`config.mk`:
```
export PLATFORM = sky130hd
export DESIGN_NAME = pong_game_ctrl
export DESIGN_NICKNAME = d
export VERILOG_FILES = /design/src/rtl/pong_game_ctrl.sv
export SDC_FILE = /design/constraint.sdc
export NUM_CORES = 1
export LEC_CHECK = 0
export ABC_CLOCK_PERIOD_IN_PS = 2300
export CORE_MARGIN = 4
export CORE_UTILIZATION = 52
export CTS_CLUSTER_SIZE = 14
export DETAILED_ROUTE_END_ITERATION = 12
export PLACE_DENSITY = 0.78
export SYNTH_ARGS = -nofsm -noshare
export SYNTH_HDL_FRONTEND = slang
export SYNTH_SLANG_ARGS = --single-unit
```
`constraint.sdc`:
```
create_clock -name clk -period 2.3 [get_ports clk]
set_input_delay 0.23 -clock clk [delete_from_list [all_inputs] [get_ports clk]]
set_output_delay 0.23 -clock clk [all_outputs]
set_load 0.02 [all_outputs]
```
`src/rtl/pong_game_ctrl.sv`:
```
// Pong game-flow controller: tracks BCD score, balls remaining and the
// NEWGAME/PLAY/NEWBALL/OVER sequence, with registered display/graphics enables.
module pong_game_ctrl #(
  parameter int unsigned TIMER_TICKS = 120
) (
  input  logic       clk,
  input  logic       reset,
  input  logic       refresh_tick,
  input  logic [1:0] btn,
  input  logic       hit,
  input  logic       miss,
  output logic [3:0] dig0,
  output logic [3:0] dig1,
  output logic [1:0] ball,
  output logic       graph_still,
  output logic [3:0] text_en
);

  localparam int TW = (TIMER_TICKS > 0) ? $clog2(TIMER_TICKS + 1) : 1;
  localparam logic [TW-1:0] TIMER_LOAD = TW'(TIMER_TICKS);

  typedef enum logic [1:0] {
    S_NEWGAME,
    S_PLAY,
    S_NEWBALL,
    S_OVER
  } state_t;

  state_t        r_state, w_state_next;
  logic [TW-1:0] r_timer, w_timer_next;
  logic [1:0]    r_ball, w_ball_next;
  logic [3:0]    r_dig0, w_dig0_next;
  logic [3:0]    r_dig1, w_dig1_next;
  logic          r_graph_still, w_graph_still_next;
  logic [3:0]    r_text_en, w_text_en_next;
  logic          w_timer_done;
  logic          w_btn_any;

  assign w_timer_done = (r_timer == '0);
  assign w_btn_any    = (btn != '0);

  always_ff @(posedge clk) begin
    if (reset) begin
      r_state       <= S_NEWGAME;
      r_timer       <= '0;
      r_ball        <= 2'd3;
      r_dig0        <= '0;
      r_dig1        <= '0;
      r_graph_still <= 1'b1;
      r_text_en     <= 4'b1110;
    end else begin
      r_state       <= w_state_next;
      r_timer       <= w_timer_next;
      r_ball        <= w_ball_next;
      r_dig0        <= w_dig0_next;
      r_dig1        <= w_dig1_next;
      r_graph_still <= w_graph_still_next;
      r_text_en     <= w_text_en_next;
    end
  end

  always_comb begin
    w_state_next = r_state;
    w_ball_next  = r_ball;
    w_dig0_next  = r_dig0;
    w_dig1_next  = r_dig1;
    w_timer_next = r_timer;
    if (refresh_tick && !w_timer_done)
      w_timer_next = r_timer - 1'b1;

    unique case (r_state)
      S_NEWGAME: begin
        if (w_btn_any) begin
          w_state_next = S_PLAY;
          w_ball_next  = 2'd2;
        end
      end
      S_PLAY: begin
        // miss dominates a coincident hit
        if (miss) begin
          w_timer_next = TIMER_LOAD;
          if (r_ball == '0) begin
            w_state_next = S_OVER;
          end else begin
            w_state_next = S_NEWBALL;
            w_ball_next  = r_ball - 1'b1;
          end
        end else if (hit) begin
          if (r_dig0 == 4'd9) begin
            w_dig0_next = '0;
            w_dig1_next = (r_dig1 == 4'd9) ? '0 : r_dig1 + 1'b1;
          end else begin
            w_dig0_next = r_dig0 + 1'b1;
          end
        end
      end
      S_NEWBALL: begin
        if (w_timer_done && w_btn_any)
          w_state_next = S_PLAY;
      end
      S_OVER: begin
        if (w_timer_done) begin
          w_state_next = S_NEWGAME;
          w_ball_next  = 2'd3;
          w_dig0_next  = '0;
          w_dig1_next  = '0;
        end
      end
      default: w_state_next = S_NEWGAME;
    endcase
  end

  // Enables are decoded from the next state so they register alongside it.
  always_comb begin
    w_graph_still_next = (w_state_next != S_PLAY);
    w_text_en_next     = 4'b1110;
    unique case (w_state_next)
      S_NEWGAME: w_text_en_next = 4'b1110;
      S_PLAY:    w_text_en_next = 4'b1100;
      S_NEWBALL: w_text_en_next = 4'b1100;
      S_OVER:    w_text_en_next = 4'b1101;
      default:   w_text_en_next = 4'b1110;
    endcase
  end

  assign dig0        = r_dig0;
  assign dig1        = r_dig1;
  assign ball        = r_ball;
  assign graph_still = r_graph_still;
  assign text_en     = r_text_en;

endmodule

```
==> run_results.csv <==
group,metric,value,unit
floorplanning,dieWidth,59.1,µm
detailed_routing,drtIter0Drc,53,
detailed_routing,viasPerCell,6.01,
clock_network,clk_latency,0.31,ns
finish,fin_util,65.2,%
critical_path,crit_chain,"inv_1 > ha_2 > nor2b_1 > a31oi_2 > or4_1 > a21oi_1",
placement,place.gp.congestion,0.857,
yosys,synthArstFlopShare,0,%
detailed_routing,wire_per_inst,14.2,µm
min_path,min_from,"dig0[3]",
yosys,yosys_most_used_dff,"dfxtp_1",
finish,drive_above_1_share,7.95,%
critical_path,crit_type,"reg2reg",
placement,port_buffers,19,
yosys,ys_ff_latch,22,
clock_network,cts_tree,"yes",
floorplanning,die_area,0.00349,mm²
clock_network,clockBufferDepth,2,
power_and_ir_drop,irDropWorstVdd,0.000652,V
yosys,synth_area_leader_cell,"dfxtp_1",
yosys,synth_area,0.00136,mm²
sta,fin_crit,2.01,ns
critical_path,critPathLaunchType,"register",
floorplanning,io_pins,22,
detailed_routing,ant_nets,0,
finish,num-nets-final,195,
finish,n_antenna_cell,0,
critical_path,crit_buf_inv,1,
sta,tightest_slew,0.506,ns
detailed_routing,dr_total_vias,1238,
yosys,synth_cells,158,
critical_path,crit_path_end_kind,"register",
detailed_routing,drt-pass1-iter-count,5,
sta,finalSetupViolations,0,
floorplanning,initial_core_util,54.7,%
run,cap_violations,0,
sta,relSlewSlack,65.4,%
yosys,synth_edf_count,0,
sta,setup_tns,0,ns
detailed_routing,routed_wl,2920,µm
clock_network,cts_setup_buffers,0,
critical_path,path_max_fanout,13,
critical_path,crit_path_start,"r_state[1]",
yosys,synth_area_leaders,"dfxtp_1 32%, ha_1 10%, a21oi_1 4.8%, inv_1 3.6%, nor2_1 3.0%",
critical_path,cp_data_required_time,2.55,ns
sta,hold_violations,0,
critical_path,worst_path_max_delay_cell,"or4_1",
floorplanning,coreArea,0.00248,mm²
yosys,syn-mean-instance-area,8.58,µm²
clock_network,numCtsBuffers,3,
sta,timing.fmax,498,MHz
status,status,"complete, no violations",
critical_path,slowest_delay,0.50,ns
detailed_routing,drc,0,
yosys,yosys.area.top_type_share,32.5,%
floorplanning,rows,18,
clock_network,clk_pin_slew,0.13,ns
yosys,synthDistinctLibCells,50,
power_and_ir_drop,leakagePower,0.639,nW
grt,grt_max_degree,14,
power_and_ir_drop,p_total,1.41,mW
min_path,min_path_type,"reg2reg",
critical_path,crit_family,"simple AND/OR/NAND/NOR gates",
power_and_ir_drop,pwr_density_cell,876,mW/mm²
critical_path,reg2reg_from,"r_state[1]",
yosys,synth-seq-area-share,32.5,%
sta,timing.hold.ws,0.513,ns
sta,final.period_utilization,87.3,%
grt,grt_pass1_vias,1184,
grt,antenna_found_initial,0,
critical_path,worstPathArrival,2.26,ns
clock_network,htreeDepth,1,
clock_network,cts.sinks,22,
clock_network,root_buffer,"clkbuf_4",
grt,grt.total_usage,18.3,%
grt,grt_pass1_wl,5080,µm
finish,syn_to_final_growth,19.0,%
finish,fill_cells,226,
placement,hpwl,2260,µm
yosys,ys_warn_count,0,
grt,overflow,0,
sta,rsz0062_at_grt,"false",
sta,skew,0.00887,ns
floorplanning,die_h,59.1,µm
sta,slew_violations,0,
==> metal layers <==
metal / GRT usage (%) / up-vias / routed length, µm
li1: - / 611 / -
met1: 22.6 / 583 / 1300
met2: 33.1 / 42 / 1430
met3: 2.40 / 2 / 166
met4: 4.85 / 0 / 20
met5: 0 / - / 0
==> worst paths after layout <==
check / cells past startpoint / to / slack, ns
setup / recovery: 6 / dig0[3] / 0.29
setup reg to reg: 6 / dig0[3] / 0.29
hold / removal: 2 / dig0[3] / 0.51
hold reg to reg: 2 / dig0[3] / 0.51
==> sequential cells by signal, summed over array words and instances, names as in the netlist <==
name         count
ball             2
r_timer          7
text_en          2
graph_still      1
dig1             4
r_state          2
dig0             4
==> cells in the final DEF, fill, tap and decap left out, types with 2 or more instances in the layout <==
| cell | Yosys | layout |
|---|---|---|
| clkdlybuf4s50_1 | 0 | 19 |
| o31ai_1 | 2 | 2 |
| inv_1 | 13 | 13 |
| nand2b_1 | 5 | 5 |
| clkbuf_4 | 0 | 3 |
| nand4_1 | 4 | 4 |
| nand3_1 | 5 | 5 |
| o21ai_0 | 7 | 7 |
| dfxtp_1 | 22 | 22 |
| conb_1 | 1 | 2 |
| or2_2 | 2 | 2 |
| a21oi_1 | 13 | 13 |
| xor2_1 | 4 | 4 |
| nand2_1 | 5 | 5 |
| and2_1 | 2 | 2 |
| or4_1 | 2 | 2 |
| mux2i_1 | 2 | 2 |
| or3_1 | 2 | 2 |
| ha_1 | 11 | 10 |
| nor2_1 | 11 | 11 |
| o211ai_1 | 4 | 4 |
| nor3_1 | 7 | 7 |
| and3b_1 | 2 | 2 |
==> area by class of cell <==
type	instances	area [µm²]	share of cell area [%]
Clock buffer	3	22.5	1.40
Clock inverter	1	30.0	1.86
Inverter	13	48.8	3.02
Multi-Input combinational cell	117	837	51.9
Sequential cell	22	440	27.3
Tap cell	30	37.5	2.33
Timing Repair Buffer	20	198	12.2
==> worst register-to-register path, delay by kind of cell, from the launching register on <==
kind	cells	cell delay, ns
DFF	1	0.37
adders and majority gates	1	0.32
and+or+nand+nor	2	0.86
AOI/OAI and AO/OA	2	0.28
buffers and inverters	1	0.13
==> Yosys cell counts (all sizes together), types with 2 or more instances <==
cell type,count
a21oi,13
and2,2
and3b,2
buf,3
clkbuf,4
dfxtp,22
ha,11
inv,13
mux2i,2
nand2,5
nand2b,5
nand3,5
nand4,4
nor2,11
nor3,8
o211ai,4
o21ai,8
o31ai,2
or2,2
or3,2
or4,2
xor2,4
==> where the power goes <==
part / leakage [nW] / internal [mW] / switching [mW] / total (mW)
Sequential: 0.180 / 0.450 / 0.0765 / 0.526
Combinational: 0.430 / 0.259 / 0.327 / 0.586
Clock: 0.0279 / 0.176 / 0.127 / 0.303
Total: 0.639 / 0.885 / 0.530 / 1.41
==> stage by stage <==
stage / std cells / cell area [µm²] / worst slack (ns)
2_1_floorplan: 159 / 1360 / 0.528
3_3_place_gp: 202 / 1560 / 0.326
3_5_place_dp: 202 / 1560 / 0.229
4_1_cts: 206 / 1610 / 0.196
5_1_grt: 206 / 1610 / 0.0787
6_report: 206 / 1610 / 0.291
==> what timing repair did <==
action                     CTS  global route
hold buffers                 0             0
gates resized for setup      0             1
setup endpoints to repair    0             1
==> cell families (layout without fill, tap and decap cells) <==
kind of cell / Yosys count / in the layout / share of synthesized area [%]
muxes: 3 / 3 / 2.31
buffers and inverters: 20 / 37 / 6.27
DFF: 22 / 22 / 32.5
xor gates and xnor gates: 5 / 5 / 3.23
other: 1 / 2 / 0.276
and+or+nand+nor: 56 / 56 / 25.0
adders and majority gates: 11 / 11 / 10.1
AOI/OAI and AO/OA: 40 / 40 / 20.3
(Power assumes the default switching activity.)
